**src/rtl/reduce_pkg.sv**
```systemverilog
// Shared types for the frame reduction stage: FSM state, flag triple and identity.
package reduce_pkg;

    typedef enum logic {
        IDLE = 1'b0,
        ACC  = 1'b1
    } red_state_t;

    typedef struct packed {
        logic and_f;
        logic or_f;
        logic xor_f;
    } red_flags_t;

    // Neutral element of the AND/OR/XOR reduction
    localparam red_flags_t RED_IDENTITY = '{and_f: 1'b1, or_f: 1'b0, xor_f: 1'b0};

endpackage

```
**src/rtl/frame_reduce_acc_if.sv**
```systemverilog
// Stream bus for frame_reduce_acc: input word stream plus per-frame result.
// Optional build macro: REDUCE_BEAT_COUNT_EN adds the out_beats field.
interface frame_reduce_acc_if #(
    parameter int unsigned W = 32
`ifdef REDUCE_BEAT_COUNT_EN
    , parameter int unsigned CNT_W = 8
`endif
);

    logic         in_valid;
    logic         in_ready;
    logic [W-1:0] in_data;
    logic         in_last;
    logic         out_valid;
    logic         out_ready;
    logic         out_and;
    logic         out_or;
    logic         out_xor;
    logic         out_nand;
    logic         out_nor;
    logic         out_xnor;
`ifdef REDUCE_BEAT_COUNT_EN
    logic [CNT_W-1:0] out_beats;
`endif

    // Upstream source / downstream sink side
    modport master (
        output in_valid, in_data, in_last, out_ready,
        input  in_ready, out_valid, out_and, out_or, out_xor,
        input  out_nand, out_nor, out_xnor
`ifdef REDUCE_BEAT_COUNT_EN
        , input out_beats
`endif
    );

    // Reduction stage side
    modport slave (
        input  in_valid, in_data, in_last, out_ready,
        output in_ready, out_valid, out_and, out_or, out_xor,
        output out_nand, out_nor, out_xnor
`ifdef REDUCE_BEAT_COUNT_EN
        , output out_beats
`endif
    );

endinterface

```
**src/rtl/word_reduce.sv**
```systemverilog
// Folds one word's AND/OR/XOR reductions into a running flag triple.
module word_reduce
    import reduce_pkg::*;
#(
    parameter int unsigned W = 32
) (
    input  logic [W-1:0] word,
    input  red_flags_t   prev,
    output red_flags_t   combined_c
);

    // Combine previous flags with this word's bit reductions
    always_comb begin
        combined_c       = RED_IDENTITY;
        combined_c.and_f = prev.and_f & (&word);
        combined_c.or_f  = prev.or_f  | (|word);
        combined_c.xor_f = prev.xor_f ^ (^word);
    end

endmodule

```
**src/rtl/frame_reduce_acc.sv**
```systemverilog
// Streaming per-frame AND/OR/XOR reduction with a single registered result slot.
// Optional build macro: REDUCE_BEAT_COUNT_EN adds a saturating beat counter (out_beats).
module frame_reduce_acc
    import reduce_pkg::*;
#(
    parameter int unsigned W = 32
`ifdef REDUCE_BEAT_COUNT_EN
    , parameter int unsigned CNT_W = 8
`endif
) (
    input logic               clk,
    input logic               rst_n,
    frame_reduce_acc_if.slave bus
);

    red_state_t state;
    red_flags_t acc;
    red_flags_t out_flags;
    red_flags_t prev_c;
    red_flags_t combined_c;
    logic       out_valid;
    logic       accept_c;
    logic       xfer_c;

    // One result slot: a new beat may enter whenever the slot is empty or draining
    assign bus.in_ready = !out_valid || bus.out_ready;
    assign accept_c     = bus.in_valid && bus.in_ready;
    assign xfer_c       = out_valid && bus.out_ready;

    // First beat of a frame starts from identity rather than the stale accumulator
    assign prev_c = (state == ACC) ? acc : RED_IDENTITY;

    word_reduce #(.W(W)) u_word_reduce (
        .word       (bus.in_data),
        .prev       (prev_c),
        .combined_c (combined_c)
    );

    // Frame FSM, accumulator and result register
    always_ff @(posedge clk) begin
        if (!rst_n) begin
            state     <= IDLE;
            acc       <= RED_IDENTITY;
            out_flags <= RED_IDENTITY;
            out_valid <= 1'b0;
        end else begin
            if (xfer_c) begin
                out_valid <= 1'b0;
            end
            if (accept_c) begin
                if (bus.in_last) begin
                    out_flags <= combined_c;
                    out_valid <= 1'b1;
                    acc       <= RED_IDENTITY;
                    state     <= IDLE;
                end else begin
                    acc   <= combined_c;
                    state <= ACC;
                end
            end
        end
    end

    assign bus.out_valid = out_valid;
    assign bus.out_and   = out_flags.and_f;
    assign bus.out_or    = out_flags.or_f;
    assign bus.out_xor   = out_flags.xor_f;
    assign bus.out_nand  = ~out_flags.and_f;
    assign bus.out_nor   = ~out_flags.or_f;
    assign bus.out_xnor  = ~out_flags.xor_f;

`ifdef REDUCE_BEAT_COUNT_EN
    logic [CNT_W-1:0] beat_cnt;
    logic [CNT_W-1:0] beat_out;
    logic [CNT_W-1:0] cnt_next_c;

    // First beat counts as one; later beats increment and stick at all-ones
    assign cnt_next_c = (state == IDLE)  ? CNT_W'(1) :
                        (&beat_cnt)      ? beat_cnt  :
                                           beat_cnt + CNT_W'(1);

    // Beat counter and its per-frame snapshot
    always_ff @(posedge clk) begin
        if (!rst_n) begin
            beat_cnt <= '0;
            beat_out <= '0;
        end else if (accept_c) begin
            if (bus.in_last) begin
                beat_out <= cnt_next_c;
                beat_cnt <= '0;
            end else begin
                beat_cnt <= cnt_next_c;
            end
        end
    end

    assign bus.out_beats = beat_out;
`endif

endmodule

```
**src/flat_wrapper.sv**
```systemverilog
// flat-port wrapper written by rule: the top's interface ports become plain ports
module frame_reduce_acc_flat import reduce_pkg::*;
#(
    parameter int unsigned W = 32

)
  (clk, rst_n, bus_in_valid, bus_in_data, bus_in_last, bus_out_ready, bus_in_ready, bus_out_valid, bus_out_and, bus_out_or, bus_out_xor, bus_out_nand, bus_out_nor, bus_out_xnor);
  frame_reduce_acc_if #(.W(W)) bus_i ();
  input logic clk;
  input logic rst_n;
  input wire logic [$bits(bus_i.in_valid)-1:0] bus_in_valid;
  input wire logic [$bits(bus_i.in_data)-1:0] bus_in_data;
  input wire logic [$bits(bus_i.in_last)-1:0] bus_in_last;
  input wire logic [$bits(bus_i.out_ready)-1:0] bus_out_ready;
  output wire logic [$bits(bus_i.in_ready)-1:0] bus_in_ready;
  output wire logic [$bits(bus_i.out_valid)-1:0] bus_out_valid;
  output wire logic [$bits(bus_i.out_and)-1:0] bus_out_and;
  output wire logic [$bits(bus_i.out_or)-1:0] bus_out_or;
  output wire logic [$bits(bus_i.out_xor)-1:0] bus_out_xor;
  output wire logic [$bits(bus_i.out_nand)-1:0] bus_out_nand;
  output wire logic [$bits(bus_i.out_nor)-1:0] bus_out_nor;
  output wire logic [$bits(bus_i.out_xnor)-1:0] bus_out_xnor;
  assign bus_i.in_valid = bus_in_valid;
  assign bus_i.in_data = bus_in_data;
  assign bus_i.in_last = bus_in_last;
  assign bus_i.out_ready = bus_out_ready;
  assign bus_in_ready = bus_i.in_ready;
  assign bus_out_valid = bus_i.out_valid;
  assign bus_out_and = bus_i.out_and;
  assign bus_out_or = bus_i.out_or;
  assign bus_out_xor = bus_i.out_xor;
  assign bus_out_nand = bus_i.out_nand;
  assign bus_out_nor = bus_i.out_nor;
  assign bus_out_xnor = bus_i.out_xnor;
  frame_reduce_acc #(.W(W)) u_core (.clk(clk), .rst_n(rst_n), .bus(bus_i));
endmodule
```
**config.mk**
```make
export PLATFORM = sky130hd
export DESIGN_NAME = frame_reduce_acc_flat
export DESIGN_NICKNAME = d
export VERILOG_FILES = /design/src/rtl/reduce_pkg.sv /design/src/rtl/frame_reduce_acc_if.sv /design/src/rtl/word_reduce.sv /design/src/rtl/frame_reduce_acc.sv /design/src/flat_wrapper.sv
export SDC_FILE = /design/constraint.sdc
export NUM_CORES = 1
export LEC_CHECK = 0
export BUFFER_PORTS_ARGS = -buffer_cell sky130_fd_sc_hd__buf_2
export CORE_ASPECT_RATIO = 2
export CORE_MARGIN = 3
export CORE_UTILIZATION = 41
export DETAILED_ROUTE_END_ITERATION = 12
export MAX_ROUTING_LAYER = met4
export PLACE_DENSITY_LB_ADDON = 0.2
export REMOVE_ABC_BUFFERS = 1
export SYNTH_ARGS = -nofsm -noshare
export SYNTH_HDL_FRONTEND = slang
export SYNTH_HIERARCHICAL = 1
export SYNTH_SLANG_ARGS = --single-unit
```
**constraint.sdc**
```tcl
create_clock -name clk -period 3.65 [get_ports clk]
set_input_delay 0.73 -clock clk [delete_from_list [all_inputs] [get_ports clk]]
set_output_delay 0.73 -clock clk [all_outputs]
set_load 0.02 [all_outputs]
```
==> results.tsv, run 1 <==
metric	value	unit
P_leak	0.827	nW
first-pass GRT wire length	3.86	mm
Min Clock Period, post-route	2.15	ns
Synth Register Bits	8	
CTS hold repair buffers	0	
Tot Pwr	0.420	mW
worst hold path depth	2	
Slew headroom	70.9	%
nets	248	
wire length per cell	11.3	µm
Final HPWL DP	2.07	mm
initial core utilization	43.6	%
critical path's slowest cell	xnor3_1	
post_cts resized	0	
worst-path cell chain	buf_2, inv_1, ha_1, xor2_1, xnor2_1, xnor3_1, xnor2_1, nand3b_1, mux2i_1	
pre-CTS setup slack	1.25	ns
highest cell delay on the worst timing path	0.42	ns
r2r setup slk	1.96	ns
full die area	3430	µm²
Max VDD drop	0.000237	V
Port Buffers	44	
IO Pins	45	
antenna viol nets, final	0	
DR vias	959	
post-synthesis cell area	1120	µm²
Post-synth EDFFs	0	
WHS	0.464	ns
Via density	4.68	
synth warn	6	
Final WS setup	1.50	ns
register area share after synthesis	14.3	%
Max clock buf depth	2	
area growth from synthesis to layout	25.0	%
fin area	1400	µm²
Final Max Tran Viols	0	
CTS root buffer	clkbuf_8	
share of synthesized registers carrying an async set or reset	0	%
Setup crit start	bus_in_data[20]	
Die Width	43.0	µm
Post-synth top flop	dfxtp_1	
Syn Inst Count	132	
CTS tree	done	
WP data arrival	2.31	ns
final worst path period share	58.9	%
fin util	54.5	%
CP most frequent cell	xnor2_1	
fillers	251	
worst-margin pin slew	0.433	ns
ant diodes	0	
gr usage total	15.1	%
H-tree level count	1	
initial antenna violation count	0	
share of layout cells above drive strength 1	28.8	%
Yosys top cell by area	ha_1	
TritonCTS Buffers	3	
Clock Latency Late Sink	0.23	ns
initial drt markers	10	
final std cells w/o fill	205	
DRT Pass-1 Iters	4	
number of global-route vias before repair	1037	
DRC	0	
pin count of the biggest net entering global routing	13	
Post-CTS Setup Bufs	0	
RSZ-0062 raised after global routing	no	
placed instance count	202	
final hold violation count	0	
Hold Crit Start	u_core/acc[1]$_SDFFE_PN0P_	
Max Fclk	466	MHz
Worst Hold Class	flip-flop to flip-flop	
setup_tns	0	ns
worst reg2reg path startpoint	u_core/state$_SDFFE_PN0P_	
R2R cell count	7	
Setup crit start kind	input pin	
grt ovf	0	
worst reg2reg path endpoint	u_core/acc[0]$_SDFFE_PN0P_	
top cells by area, synth	ha_1 (36%), dfxtp_1 (14%), inv_1 (12%), xnor2_1 (10%), mux2i_1 (3.6%)	
syn_area_per_cell	8.48	µm²
Placeable Area	2570	µm²
post-synth top area share	35.8	%
worst-path fanout max	2	
Endpoint, Worst Hold	u_core/acc[1]$_SDFFE_PN0P_	
Worst setup EP type	flip-flop	
clk slew on worst S/H paths	0.04	ns
status	completed	
CP Data Required Time	3.81	ns
RePlAce Congestion	0.812	
number of distinct library cells after synthesis	27	
final setup fails	0	
Die Y	79.9	µm
Site Rows	26	
Clock Skews	0.000297	ns
Pwr Density	300	nW/µm²
routed wire length	2.31	mm
Setup CP Type	input pin to flip-flop	
CTS sink cnt	8	
Placed Area	1360	µm²
max-cap violations	0	
[registers in the layout, indices dropped and copies added (netlist names)]
name,cells
u_core/bus.out_valid,1
u_core/state,1
u_core/bus.out_and,1
u_core/bus.out_or,1
u_core/acc,3
u_core/bus.out_xor,1
[power by group]
group          switching, mW  internal, mW  leakage, nW  total (mW)
logic                 0.0984         0.106        0.739       0.204
registers            0.00718         0.100       0.0660       0.107
clock network         0.0371        0.0716       0.0216       0.109
total                  0.143         0.278        0.827       0.420
[worst max-delay path: cells and delay by family]
family / cells / cell delay [ns]
simple gates: 1 / 0.11
xor+xnor: 4 / 0.92
buf+inv: 2 / 0.13
mux: 1 / 0.13
fa+ha+maj: 1 / 0.30
[cells by family (layout without fill, tap and decap cells)]
kind of cell	Yosys count	after routing	synth area share, %
simple gates	31	31	17.5
fa+ha+maj	32	32	35.8
xor+xnor	15	15	13.0
compound gates	5	5	2.68
flops	8	8	14.3
mux	4	4	3.58
buf+inv	37	82	13.2
[area by class of cell]
class | count | area, µm² | area share, %
flip-flops and latches | 8 | 160 | 11.4
clock buffers | 3 | 41.3 | 2.95
inverters | 35 | 131 | 9.38
repair buffers | 44 | 220 | 15.7
well taps | 28 | 35.0 | 2.50
multi-input cells | 87 | 812 | 58.0
[layout by cell type, fill, tap and decap left out, drive strengths merged, types with 2 or more instances in the layout]
| master | n |
|---|---|
| clkbuf | 3 |
| mux2i | 4 |
| nand4 | 6 |
| buf | 44 |
| dfxtp | 8 |
| nor4 | 2 |
| and2 | 2 |
| nand3 | 2 |
| a21oi | 2 |
| ha | 32 |
| nand2b | 2 |
| nand2 | 9 |
| nand3b | 2 |
| inv | 35 |
| xnor2 | 13 |
[metal layers]
layer  wire [µm]  global-route usage (%)
met3         139                   0.903
met5           0                       -
met2        1370                    30.1
met4          64                    9.06
met1         741                    12.7
[cells in the mapped netlist, types with 2 or more instances]
master	n
a21oi_1	2
ha_1	32
and2_1	2
dfxtp_1	8
nand2_1	9
nor4_1	2
mux2i_1	4
nand3b_1	2
xnor2_1	13
nand4_1	6
inv_1	35
nand3_1	2
[worst max path at each step]
stage | end | cells past startpoint
after floorplan | u_core/acc[0]$_SDFFE_PN0P_ | 8
after global placement | u_core/acc[0]$_SDFFE_PN0P_ | 9
after detailed placement | u_core/acc[0]$_SDFFE_PN0P_ | 9
after CTS | u_core/acc[0]$_SDFFE_PN0P_ | 9
after global routing | u_core/acc[0]$_SDFFE_PN0P_ | 9
final | u_core/acc[0]$_SDFFE_PN0P_ | 9
Note: power is estimated with default switching activity, not from simulation.
==> inputs of run 2 (changes only) <==
clock period = 1.8 ns   (was 3.65 ns; I/O delays follow)
==> results.tsv, run 2 (synthesis results as in run 1) <==
metric	value	unit
status	completed	
Max Fclk	570	MHz
final worst path period share	97.4	%
area growth from synthesis to layout	54.9	%
Placed Area	1480	µm²
fillers	213	
clk slew on worst S/H paths	0.04	ns
switching share of power	33.9	%
Final HPWL DP	2.30	mm
RePlAce Congestion	0.770	
initial core utilization	43.6	%
routed wire length	2.89	mm
CTS sink cnt	8	
Worst Hold Class	input pin to flip-flop	
largest register by flop count	u_core/acc	
nets	264	
Die Y	79.9	µm
antenna viol nets, final	0	
sequential share of power	21.7	%
pin count of the biggest net entering global routing	13	
Clock Latency Late Sink	0.22	ns
Worst setup EP type	flip-flop	
DR vias	1055	
DRC	0	
CTS root buffer	clkbuf_8	
worst-margin pin slew	0.340	ns
worst-path fanout max	2	
CTS tree	done	
Post-CTS Setup Bufs	0	
TritonCTS Buffers	3	
Site Rows	26	
initial antenna violation count	0	
power share of the combinational group	57.5	%
Pwr Density	581	nW/µm²
H-tree level count	1	
full die area	3430	µm²
final hold violation count	0	
fin area	1730	µm²
share of layout cells above drive strength 1	46.6	%
Via density	4.77	
Port Buffers	44	
final setup fails	0	
commonest non-fill, non-tap cell in the layout	buf_2	
Max clock buf depth	2	
r2r setup slk	0.21	ns
DRT Pass-1 Iters	4	
Setup CP Type	input pin to flip-flop	
Placeable Area	2570	µm²
first-pass GRT wire length	4.57	mm
setup_tns	0	ns
WHS	0.438	ns
P_sw	0.341	mW
Clock Skews	0.000984	ns
commonest cells after routing, fill and taps aside	buf_2 (34), ha_1 (26), inv_1 (23)	
IO Pins	45	
P_leak	0.942	nW
Cell Int Power	0.666	mW
Final WS setup	0.0460	ns
Clock Power Share	20.8	%
gr usage total	17.4	%
number of global-route vias before repair	1119	
Slew headroom	77.2	%
grt ovf	0	
Final Max Tran Viols	0	
fin util	67.5	%
Max VDD drop	0.000583	V
Die Width	43.0	µm
Min Clock Period, post-route	1.75	ns
CP Data Required Time	1.95	ns
ant diodes	0	
max reg flops	3	
wire length per cell	13.1	µm
pre-CTS setup slack	-0.254	ns
WP data arrival	1.91	ns
Setup crit start kind	input pin	
initial drt markers	26	
max-cap violations	0	
==> run 2: changes by cell type in the layout (fill, tap and decap cells not counted), moves of 5 or more <==
cell / delta
buf_2: -10
buf_4: +16
buf_6: +9
ha_1: -6
ha_4: +6
inv_1: -12
inv_2: +7
inv_4: +5
==> run 2: repair_timing <==
item	CTS	global route
hold buffers	0	0
setup endpoints to repair	2	2
gates cloned	0	0
endpoints found under the hold margin	0	0
resized for setup	23	18
pin swaps	9	10
==> run 2: through the flow <==
| stage | total power, mW | instances |
|---|---|---|
| 3_3_place_gp | 0.653 | 218 |
| 3_5_place_dp | 0.673 | 218 |
| 2_1_floorplan | 0.519 | 130 |
| 4_1_cts | 0.966 | 221 |
| 6_report | 1.01 | 221 |
| 5_1_grt | 1.07 | 221 |
==> run 2: final cells by class <==
cell class,count,area [µm²],share of cell area (%)
timing repair buffer,60,407,23.4
tap,28,35.0,2.02
clock buffer,3,41.3,2.38
multi-input combinational,87,947,54.6
inverter,35,144,8.30
sequential,8,160,9.24
==> run 2: final timing paths <==
| path | from | to | depth (start not counted) |
|---|---|---|---|
| setup / recovery | bus_in_data[12] | u_core/acc[0]$_SDFFE_PN0P_ | 9 |
| hold / removal | rst_n | u_core/acc[2]$_SDFFE_PN1P_ | 2 |
| setup reg to reg | u_core/state$_SDFFE_PN0P_ | u_core/acc[0]$_SDFFE_PN0P_ | 7 |
| hold reg to reg | u_core/acc[0]$_SDFFE_PN0P_ | u_core/acc[0]$_SDFFE_PN0P_ | 2 |
==> run 2: layer usage <==
layer,part of all wire [%],up-vias,GRT usage [%],wire (µm)
met1,31,484,16.5,904
met5,0,-,-,0
li1,-,533,-,-
met4,0.45,0,4.53,13
met2,62,36,35.8,1800
met3,5.9,2,0.903,171
==> run 2: power by group through the flow <==
stage          logic, mW  clock network (mW)  registers, mW
6_report           0.579               0.210          0.219
5_1_grt            0.625               0.223          0.221
4_1_cts            0.533               0.215          0.218
3_5_place_dp       0.452                   0          0.220
3_3_place_gp       0.433                   0          0.220
2_1_floorplan      0.285                   0          0.234
==> run 2: worst max-delay path, cell delays in order <==
cell,delay (ns)
buf_8,0.10
inv_4,0.05
ha_4,0.21
xnor2_4,0.18
xnor2_2,0.14
xnor3_1,0.45
xnor2_2,0.18
nand3b_1,0.11
mux2i_1,0.13
==> inputs of run 3 (changes only) <==
CORE_ASPECT_RATIO = default   (was 2)
==> results.tsv, run 3 (synthesis results as in run 1) <==
metric	value	unit
first-pass GRT wire length	3.84	mm
Final Max Tran Viols	0	
gr usage total	14.4	%
sequential share of power	25.3	%
worst-path fanout max	2	
Worst Hold Class	input pin to flip-flop	
max-cap violations	0	
placed instance count	220	
RePlAce Congestion	0.832	
pin count of the biggest net entering global routing	13	
Clock Latency Late Sink	0.26	ns
Cell Int Power	0.557	mW
Clock Skews	0.00963	ns
initial drt markers	19	
wire length per cell	12.1	µm
r2r setup slk	0.11	ns
Min Clock Period, post-route	1.72	ns
P_leak	0.927	nW
Final HPWL DP	2.19	mm
Site Rows	18	
P_sw	0.300	mW
Slew headroom	76.7	%
WP data arrival	1.90	ns
Tot Pwr	0.857	mW
multi-input logic area	930	µm²
Via density	4.75	
IO Pins	45	
antenna viol nets, final	0	
worst reg2reg path endpoint	u_core/acc[0]$_SDFFE_PN0P_	
setup_tns	0	ns
Reg area	160	µm²
largest register by flop count	u_core/acc	
Max VDD drop	0.000335	V
Worst setup EP type	flip-flop	
crit path to	u_core/acc[0]$_SDFFE_PN0P_	
CTS sink cnt	8	
commonest cells after routing, fill and taps aside	buf_2 (36), inv_1 (26), ha_1 (25)	
max reg flops	3	
final worst path period share	95.7	%
commonest non-fill, non-tap cell in the layout	buf_2	
Placed Area	1480	µm²
Port Buffers	44	
fin area	1680	µm²
Placeable Area	2540	µm²
final setup fails	0	
R2R cell count	7	
WHS	0.385	ns
grt ovf	0	
Setup crit start	bus_in_data[18]	
Setup crit start kind	input pin	
Max clock buf depth	2	
Max Fclk	581	MHz
Pwr Density	509	nW/µm²
clk slew on worst S/H paths	0.06	ns
H-tree level count	1	
CP Data Required Time	1.97	ns
Die Width	58.3	µm
share of layout cells above drive strength 1	45.1	%
Clock Power Share	15.9	%
worst reg2reg path startpoint	u_core/state$_SDFFE_PN0P_	
switching share of power	35.0	%
status	completed	
initial core utilization	44.0	%
RSZ-0062 raised after global routing	yes	
Die Y	58.3	µm
CTS root buffer	clkbuf_4	
DRC	0	
full die area	3390	µm²
worst-margin pin slew	0.346	ns
routed wire length	2.70	mm
number of global-route vias before repair	1023	
area growth from synthesis to layout	50.2	%
final hold violation count	0	
nets	264	
CTS hold repair buffers	0	
Setup CP Type	input pin to flip-flop	
ant diodes	0	
power share of the combinational group	58.8	%
DRT Pass-1 Iters	7	
final std cells w/o fill	223	
fillers	220	
DR vias	1059	
TritonCTS Buffers	3	
initial antenna violation count	0	
CTS tree	done	
[run 3: changes by cell type in the layout (fill, tap and decap cells not counted), moves of 2 or more]
cell | previous run | this run
xnor2_2 | 2 | 4
inv_1 | 23 | 26
clkbuf_8 | 3 | 0
clkbuf_4 | 0 | 3
inv_2 | 7 | 5
xnor2_4 | 2 | 0
buf_2 | 34 | 36
[run 3: stage by stage]
step / utilization (%) / setup slack (ns)
finish: 66.1 / 0.0778
global placement: 58.2 / -0.164
floorplan: - / -0.00790
detailed placement: 58.2 / -0.196
CTS: 59.1 / 0.0278
global route: 66.1 / -0.0106
[run 3: layout make-up]
cell class,count,area share [%]
clock buffers,3,1.34
well taps,30,2.23
repair buffers,60,23.2
flip-flops and latches,8,9.52
inverters,35,8.41
multi-input cells,87,55.3
[run 3: how the worst min path moves through the flow]
stage	from	end	slack (ns)	cells past startpoint
global placement	u_core/acc[0]$_SDFFE_PN0P_	u_core/acc[0]$_SDFFE_PN0P_	0.44	2
floorplan	u_core/acc[0]$_SDFFE_PN0P_	u_core/acc[0]$_SDFFE_PN0P_	0.43	2
finish	rst_n	u_core/acc[2]$_SDFFE_PN1P_	0.38	2
CTS	rst_n	u_core/acc[2]$_SDFFE_PN1P_	0.39	2
detailed placement	u_core/acc[0]$_SDFFE_PN0P_	u_core/acc[0]$_SDFFE_PN0P_	0.46	2
global route	rst_n	u_core/acc[2]$_SDFFE_PN1P_	0.42	2
[run 3: worst max-delay path: stages]
cell	delay (ns)
buf_2	0.11
inv_1	0.09
ha_4	0.22
xnor2_2	0.14
xnor2_1	0.20
xnor3_1	0.34
xnor2_1	0.20
nand3b_1	0.10
mux2i_1	0.13
[run 3: power by group through the flow]
| stage | sequential (mW) | combinational, mW | clock [mW] |
|---|---|---|---|
| floorplan | 0.234 | 0.285 | 0 |
| global placement | 0.220 | 0.427 | 0 |
| detailed placement | 0.221 | 0.440 | 0 |
| CTS | 0.217 | 0.443 | 0.136 |
| global route | 0.220 | 0.548 | 0.143 |
| finish | 0.217 | 0.504 | 0.136 |
[run 3: routing by layer]
layer / track usage [%] / wire length, µm / up-vias
met4: 1.99 / 12 / 0
met1: 16.1 / 978 / 487
li1: - / - / 536
met3: 0.668 / 118 / 4
met2: 28.1 / 1590 / 32
met5: - / 0 / -
[run 3: repair_timing]
action                                  CTS  global route
gates resized for setup                   0            32
endpoints found under the setup margin    0             2
buffers inserted                          0             0
